## config.mk

```make
export PLATFORM = sky130hd
export DESIGN_NAME = mem_arb_flat
export DESIGN_NICKNAME = d
export VERILOG_FILES = /design/src/rtl/mem_arb_if.sv /design/src/rtl/mem_arb.sv /design/src/flat_wrapper.sv
export SDC_FILE = /design/constraint.sdc
export NUM_CORES = 1
export LEC_CHECK = 0
export CAP_MARGIN = 40
export CORE_UTILIZATION = 56
export CTS_CLUSTER_DIAMETER = 80
export DETAILED_ROUTE_END_ITERATION = 10
export GPL_ROUTABILITY_DRIVEN = 1
export GPL_TIMING_DRIVEN = 1
export PLACE_DENSITY = 0.83
export REMOVE_ABC_BUFFERS = 1
export SLEW_MARGIN = 5
export SYNTH_ARGS = -nofsm -noshare
export SYNTH_HDL_FRONTEND = slang
export SYNTH_SLANG_ARGS = --single-unit
```

## constraint.sdc

```tcl
create_clock -name clk -period 4.7 [get_ports clk]
set_input_delay 0.47 -clock clk [delete_from_list [all_inputs] [get_ports clk]]
set_output_delay 0.47 -clock clk [all_outputs]
set_load 0.05 [all_outputs]
```

## src/rtl/mem_arb_if.sv

```systemverilog
// Bus bundle for mem_arb: two client ports (A read/write, B read-only) and the memory port.
// The arbiter uses the slave view; clients and memory together form the master view.
interface mem_arb_if #(
  parameter int AW = 20,
  parameter int DW = 32
);
  logic          areq;
  logic [AW-1:0] aaddr;
  logic          awr;
  logic [DW-1:0] awdata;
  logic          aack;
  logic [DW-1:0] ardata;

  logic          breq;
  logic [AW-1:0] baddr;
  logic          back;
  logic [DW-1:0] brdata;

  logic          memreq;
  logic [AW-1:0] memaddr;
  logic          memwr;
  logic [DW-1:0] memwdata;
  logic          memack;
  logic [DW-1:0] memrdata;

  modport slave (
    input  areq, aaddr, awr, awdata, breq, baddr, memack, memrdata,
    output aack, ardata, back, brdata, memreq, memaddr, memwr, memwdata
  );

  modport master (
    output areq, aaddr, awr, awdata, breq, baddr, memack, memrdata,
    input  aack, ardata, back, brdata, memreq, memaddr, memwr, memwdata
  );
endinterface

```

## src/rtl/mem_arb.sv

```systemverilog
// Two-port memory arbiter with round-robin grant and a one-entry read cache per port.
// Port A may write (write-through, keeps B's cache coherent); port B only reads.
//
// state | meaning
// IDLE  | pick one eligible request; hit -> ACK, miss/write -> MEM
// MEM   | memory transaction outstanding, waiting for memack
// ACK   | granted port's ack pulse is high; grant pointer updates
module mem_arb #(
  parameter int AW       = 20,
  parameter int DW       = 32,
  parameter int CACHE_EN = 1
) (
  input logic      clk,
  input logic      rst,
  mem_arb_if.slave bus
);

  typedef enum logic [1:0] {
    S_IDLE = 2'd0,
    S_MEM  = 2'd1,
    S_ACK  = 2'd2
  } state_e;

  state_e        state_q, state_d;
  logic          gnt_b_q, gnt_b_d;
  logic          last_b_q, last_b_d;
  logic          just_q, just_d;

  logic          aack_q, aack_d;
  logic          back_q, back_d;
  logic [DW-1:0] ardata_q, ardata_d;
  logic [DW-1:0] brdata_q, brdata_d;

  logic          memreq_q, memreq_d;
  logic [AW-1:0] memaddr_q, memaddr_d;
  logic          memwr_q, memwr_d;
  logic [DW-1:0] memwdata_q, memwdata_d;

  logic          a_vld_q, a_vld_d;
  logic [AW-1:0] a_tag_q, a_tag_d;
  logic [DW-1:0] a_dat_q, a_dat_d;
  logic          b_vld_q, b_vld_d;
  logic [AW-1:0] b_tag_q, b_tag_d;
  logic [DW-1:0] b_dat_q, b_dat_d;

  logic          elig_a, elig_b, pick_b, sel_wr, hit;
  logic [AW-1:0] sel_addr;

  always_ff @(posedge clk) begin
    if (rst) begin
      state_q    <= S_IDLE;
      gnt_b_q    <= 1'b0;
      last_b_q   <= 1'b0;
      just_q     <= 1'b0;
      aack_q     <= 1'b0;
      back_q     <= 1'b0;
      ardata_q   <= '0;
      brdata_q   <= '0;
      memreq_q   <= 1'b0;
      memaddr_q  <= '0;
      memwr_q    <= 1'b0;
      memwdata_q <= '0;
      a_vld_q    <= 1'b0;
      a_tag_q    <= '0;
      a_dat_q    <= '0;
      b_vld_q    <= 1'b0;
      b_tag_q    <= '0;
      b_dat_q    <= '0;
    end else begin
      state_q    <= state_d;
      gnt_b_q    <= gnt_b_d;
      last_b_q   <= last_b_d;
      just_q     <= just_d;
      aack_q     <= aack_d;
      back_q     <= back_d;
      ardata_q   <= ardata_d;
      brdata_q   <= brdata_d;
      memreq_q   <= memreq_d;
      memaddr_q  <= memaddr_d;
      memwr_q    <= memwr_d;
      memwdata_q <= memwdata_d;
      a_vld_q    <= a_vld_d;
      a_tag_q    <= a_tag_d;
      a_dat_q    <= a_dat_d;
      b_vld_q    <= b_vld_d;
      b_tag_q    <= b_tag_d;
      b_dat_q    <= b_dat_d;
    end
  end

  always_comb begin
    state_d    = state_q;
    gnt_b_d    = gnt_b_q;
    last_b_d   = last_b_q;
    just_d     = 1'b0;
    aack_d     = 1'b0;
    back_d     = 1'b0;
    ardata_d   = ardata_q;
    brdata_d   = brdata_q;
    memreq_d   = memreq_q;
    memaddr_d  = memaddr_q;
    memwr_d    = memwr_q;
    memwdata_d = memwdata_q;
    a_vld_d    = a_vld_q;
    a_tag_d    = a_tag_q;
    a_dat_d    = a_dat_q;
    b_vld_d    = b_vld_q;
    b_tag_d    = b_tag_q;
    b_dat_d    = b_dat_q;

    // just_q marks the IDLE cycle right after an ack; last_b_q names who got it.
    elig_a   = bus.areq && !(just_q && !last_b_q);
    elig_b   = bus.breq && !(just_q && last_b_q);
    pick_b   = elig_b && (!elig_a || !last_b_q);
    sel_addr = pick_b ? bus.baddr : bus.aaddr;
    sel_wr   = !pick_b && bus.awr;
    hit      = (CACHE_EN != 0) && !sel_wr &&
               (pick_b ? (b_vld_q && (b_tag_q == bus.baddr))
                       : (a_vld_q && (a_tag_q == bus.aaddr)));

    case (state_q)
      S_IDLE: begin
        if (elig_a || elig_b) begin
          gnt_b_d = pick_b;
          if (hit) begin
            state_d = S_ACK;
            if (pick_b) begin
              back_d   = 1'b1;
              brdata_d = b_dat_q;
            end else begin
              aack_d   = 1'b1;
              ardata_d = a_dat_q;
            end
          end else begin
            state_d    = S_MEM;
            memreq_d   = 1'b1;
            memaddr_d  = sel_addr;
            memwr_d    = sel_wr;
            memwdata_d = pick_b ? '0 : bus.awdata;
          end
        end
      end

      S_MEM: begin
        if (bus.memack) begin
          state_d  = S_ACK;
          memreq_d = 1'b0;
          memwr_d  = 1'b0;
          if (gnt_b_q) begin
            back_d   = 1'b1;
            brdata_d = bus.memrdata;
            b_vld_d  = 1'b1;
            b_tag_d  = memaddr_q;
            b_dat_d  = bus.memrdata;
          end else if (memwr_q) begin
            // Cache updates use the latched copy so a dropped client cannot corrupt them.
            aack_d  = 1'b1;
            a_vld_d = 1'b1;
            a_tag_d = memaddr_q;
            a_dat_d = memwdata_q;
            if (b_vld_q && (b_tag_q == memaddr_q)) begin
              b_dat_d = memwdata_q;
            end
          end else begin
            aack_d   = 1'b1;
            ardata_d = bus.memrdata;
            a_vld_d  = 1'b1;
            a_tag_d  = memaddr_q;
            a_dat_d  = bus.memrdata;
          end
        end
      end

      S_ACK: begin
        state_d  = S_IDLE;
        last_b_d = gnt_b_q;
        just_d   = 1'b1;
      end

      default: begin
        state_d = S_IDLE;
      end
    endcase
  end

  assign bus.aack     = aack_q;
  assign bus.ardata   = ardata_q;
  assign bus.back     = back_q;
  assign bus.brdata   = brdata_q;
  assign bus.memreq   = memreq_q;
  assign bus.memaddr  = memaddr_q;
  assign bus.memwr    = memwr_q;
  assign bus.memwdata = memwdata_q;

endmodule

```

## src/flat_wrapper.sv

```systemverilog
// flat-port wrapper written by rule: the top's interface ports become plain ports
module mem_arb_flat 
#(
  parameter int AW       = 20,
  parameter int DW       = 32,
  parameter int CACHE_EN = 1
)
  (clk, rst, bus_areq, bus_aaddr, bus_awr, bus_awdata, bus_breq, bus_baddr, bus_memack, bus_memrdata, bus_aack, bus_ardata, bus_back, bus_brdata, bus_memreq, bus_memaddr, bus_memwr, bus_memwdata);
  mem_arb_if #(.AW(AW), .DW(DW)) bus_i ();
  input logic clk;
  input logic rst;
  input wire logic [$bits(bus_i.areq)-1:0] bus_areq;
  input wire logic [$bits(bus_i.aaddr)-1:0] bus_aaddr;
  input wire logic [$bits(bus_i.awr)-1:0] bus_awr;
  input wire logic [$bits(bus_i.awdata)-1:0] bus_awdata;
  input wire logic [$bits(bus_i.breq)-1:0] bus_breq;
  input wire logic [$bits(bus_i.baddr)-1:0] bus_baddr;
  input wire logic [$bits(bus_i.memack)-1:0] bus_memack;
  input wire logic [$bits(bus_i.memrdata)-1:0] bus_memrdata;
  output wire logic [$bits(bus_i.aack)-1:0] bus_aack;
  output wire logic [$bits(bus_i.ardata)-1:0] bus_ardata;
  output wire logic [$bits(bus_i.back)-1:0] bus_back;
  output wire logic [$bits(bus_i.brdata)-1:0] bus_brdata;
  output wire logic [$bits(bus_i.memreq)-1:0] bus_memreq;
  output wire logic [$bits(bus_i.memaddr)-1:0] bus_memaddr;
  output wire logic [$bits(bus_i.memwr)-1:0] bus_memwr;
  output wire logic [$bits(bus_i.memwdata)-1:0] bus_memwdata;
  assign bus_i.areq = bus_areq;
  assign bus_i.aaddr = bus_aaddr;
  assign bus_i.awr = bus_awr;
  assign bus_i.awdata = bus_awdata;
  assign bus_i.breq = bus_breq;
  assign bus_i.baddr = bus_baddr;
  assign bus_i.memack = bus_memack;
  assign bus_i.memrdata = bus_memrdata;
  assign bus_aack = bus_i.aack;
  assign bus_ardata = bus_i.ardata;
  assign bus_back = bus_i.back;
  assign bus_brdata = bus_i.brdata;
  assign bus_memreq = bus_i.memreq;
  assign bus_memaddr = bus_i.memaddr;
  assign bus_memwr = bus_i.memwr;
  assign bus_memwdata = bus_i.memwdata;
  mem_arb #(.AW(AW), .DW(DW), .CACHE_EN(CACHE_EN)) u_core (.clk(clk), .rst(rst), .bus(bus_i));
endmodule
```

==> run_results.csv <==
group,metric,value,unit
power,p_total,4980,µW
drt,drc_errors,0,
layout,synthToLayoutAreaGrowth,28.2,%
timing,relSlewSlack,0.392,
timing,fin_tns_setup,0,ns
floorplanning,row_count,51,
synthesis,yosysMostFrequentCell,"dfxtp_1",
worst_setup_path,start_kind,"input pin",
timing,clock_skew,0.0205,ns
synthesis,synth_top_cell_area_share,0.416,
clocking,cts_tree,"yes",
global_routing,grt-ovfl-total,0,
drt,vias,9863,
clocking,clkTransAtPathRegs,0.06,ns
floorplanning,ios,230,
power,power_density,350,mW/mm²
global_routing,grt_first_pass_wirelength,48700,µm
clocking,clock_latency,0.53,ns
clocking,cts_max_path_buffers,3,
placement,gp_congestion,0.888,
worst_setup_path,critical_path_class,"in2reg",
timing,tightest_slew,0.912,ns
worst_setup_path,max_stage_delay,1.15,ns
global_routing,grt_util_all_layers,0.299,
run_status,status,"finished clean",
synthesis,yosysWarningCount,0,
power,total_leakage_power,0.00501,µW
clocking,htree_levels,1,
power,vdd_drop_max,0.314,mV
worst_setup_path,crit_family,"simple AND/OR/NAND/NOR gates",
floorplanning,die_h,143,µm
synthesis,ys_ff_latch,231,
layout,nFillCells,1454,
timing,period_share,0.709,
clocking,hold_buffers,0,
synthesis,async_flop_share,0,
clocking,cts_buffers,24,
global_routing,grt_max_degree,173,
clocking,cts_resized,0,
synthesis,yosysSeqAreaShare,0.416,
timing,finalMaxSlewViolations,0,
floorplanning,initial_core_util,0.571,
layout,nets,1511,
drt,drtIter0Drc,720,
drt,ant_nets,0,
drt,viasPerCell,5.86,
drt,finalWirelength,31000,µm
worst_setup_path,end_kind,"flip-flop",
floorplanning,die_area,0.0204,mm²
timing,fin_hold_ws,0.461,ns
timing,rsz0062_at_grt,"false",
synthesis,ys_top_cells_by_area,"dfxtp_1 42%, mux2i_1 12%, nand2_1 3.6%, nor2_1 3.6%, o221a_1 3.2%",
clocking,clock-sinks,231,
placement,place_inst,1640,
worst_setup_path,crit_path_cell_trace,"clkdlybuf4s50_1 > o21ai_1 > buf_4 > nand2_2 > nand4_1 > or4_2 > nand2_8 > o221a_1",
synthesis,synth_edf_count,0,
placement,hpwl,20000,µm
global_routing,grt_pass1_vias,9264,
layout,layout-drive-gt1-share,0.0494,
worst_setup_path,crit_fanout,34,
synthesis,syn_area,0.0111,mm²
worst_setup_path,cp_slowest_cell,"or4_2",
worst_setup_path,worst-path-buf-inv,2,
floorplanning,die_x,143,µm
global_routing,antenna_found_initial,1,
synthesis,yosysUniqueCellTypes,40,
worst_setup_path,arrival,3.78,ns
worst_setup_path,critPathRequiredTime,5.15,ns
synthesis,synthTopCellsByCount,"231 x dfxtp_1, 130 x mux2i_1, 108 x nand2_1, 106 x nor2_1, 83 x clkbuf_1",
worst_hold_path,hold_class,"reg2reg",
clocking,cts_root_buffer,"clkbuf_16",
clocking,post-cts-setup-buffers,0,
run,cap_viol_max_count,0,
timing,min_period,3.33,ns
placement,io_buffer_count,229,
timing,finalSetupViolCount,0,
synthesis,syn_area_per_cell,8.93,µm²
floorplanning,core-area,0.0195,mm²
layout,instances_no_fill,1683,
drt,first_pass_iters,5,
synthesis,synth_top_cell_by_area,"dfxtp_1",
synthesis,synth-main-ff-cell,"dfxtp_1",
timing,timing.fmax,300,MHz
timing,hold_viol,0,
synthesis,synth_cells,1244,
drt,wl_per_cell,18.4,µm
routing by layer:
metal  global-route usage  part of all wire  wire, µm  vias to the layer above
met5                    0                 0         0                        -
met4                0.125             0.034      1060                        0
met3               0.0419             0.068      2100                       68
met2                0.491              0.47     14500                      377
met1                0.395              0.43     13400                     4711
li1                     -                 -         -                     4707
worst register-to-register path: cells and delay by family, from the launching register on:
family / cells / cell delay, ns
AND/OR/NAND/NOR: 4 / 2.27
flip-flops: 1 / 0.39
AO/OA/AOI/OAI: 2 / 0.35
buffers and inverters: 1 / 0.21
report_power, final:
| group | total [µW] | switching (µW) | internal [µW] | leakage, µW |
|---|---|---|---|---|
| sequential | 2150 | 97.1 | 2050 | 0.00188 |
| combinational | 976 | 581 | 395 | 0.00275 |
| clock | 1860 | 775 | 1080 | 0.000375 |
| total | 4980 | 1450 | 3530 | 0.00501 |
state kept, by name, indices dropped and copies added, names as in the netlist, 2 cells and up:
signal / flops
u_core.bus.brdata: 32
u_core.b_dat_q: 32
u_core.bus.ardata: 32
u_core.a_tag_q: 20
u_core.bus.memaddr: 20
u_core.b_tag_q: 20
u_core.bus.memwdata: 32
u_core.a_dat_q: 32
u_core.state_q: 2
per-stage QoR:
step           utilization  instance area [µm²]  setup slack [ns]
6_report             0.732                14200              1.37
5_1_grt              0.732                14200              1.28
4_1_cts              0.732                14200              1.40
3_5_place_dp         0.692                13500             0.895
3_3_place_gp         0.691                13400             0.998
2_1_floorplan            -                10600             -2.99
area by class of cell:
type	count	area [µm²]	share of cell area
Inverter	2	7.51	0.000527
Sequential cell	231	4630	0.325
Clock buffer	39	748	0.0525
Antenna cell	1	2.50	0.000176
Timing Repair Buffer	247	2480	0.174
Multi-Input combinational cell	895	6030	0.423
Clock inverter	3	17.5	0.00123
Tap cell	265	332	0.0233
layout by cell type (no fill, tap or decap), types with 7 or more instances in the layout:
cell,instances
nor2b_1,53
xnor2_1,25
clkbuf_8,8
o41ai_1,32
mux2_1,20
nor2_1,105
nand2_1,106
nor4_1,9
nor3b_1,32
nand3b_1,32
buf_4,13
dfxtp_1,229
a211oi_1,33
nand4_1,7
nand2b_1,34
clkbuf_1,7
clkbuf_16,25
o221a_1,32
nand3_1,21
a21oi_1,64
o21ai_1,65
mux2i_1,130
nor3_1,35
clkdlybuf4s50_1,228
xor2_1,35
final timing paths:
| path | cells after the start | to | startpoint | slack, ns |
|---|---|---|---|---|
| max | 8 | u_core.bus.ardata[24]$_SDFFE_PP0P_ | bus_areq | 1.37 |
| min | 2 | u_core.bus.memreq$_SDFFE_PP0P_ | u_core.bus.memreq$_SDFFE_PP0P_ | 0.46 |
| min reg2reg | 2 | u_core.bus.memreq$_SDFFE_PP0P_ | u_core.bus.memreq$_SDFFE_PP0P_ | 0.46 |
| max reg2reg | 7 | u_core.bus.ardata[24]$_SDFFE_PP0P_ | u_core.last_b_q$_SDFFE_PP0P_ | 1.40 |
cell families (layout without fill, tap and decap cells):
family,after synthesis,in the layout,synth area share
AOI/OAI and AO/OA,233,233,0.143
xor gates and xnor gates,60,60,0.0473
buffers and inverters,118,291,0.0463
DFF,231,231,0.416
muxes,150,150,0.137
other,0,1,0
and+or+nand+nor,452,452,0.210
Note: power is estimated with default switching activity, not from simulation.
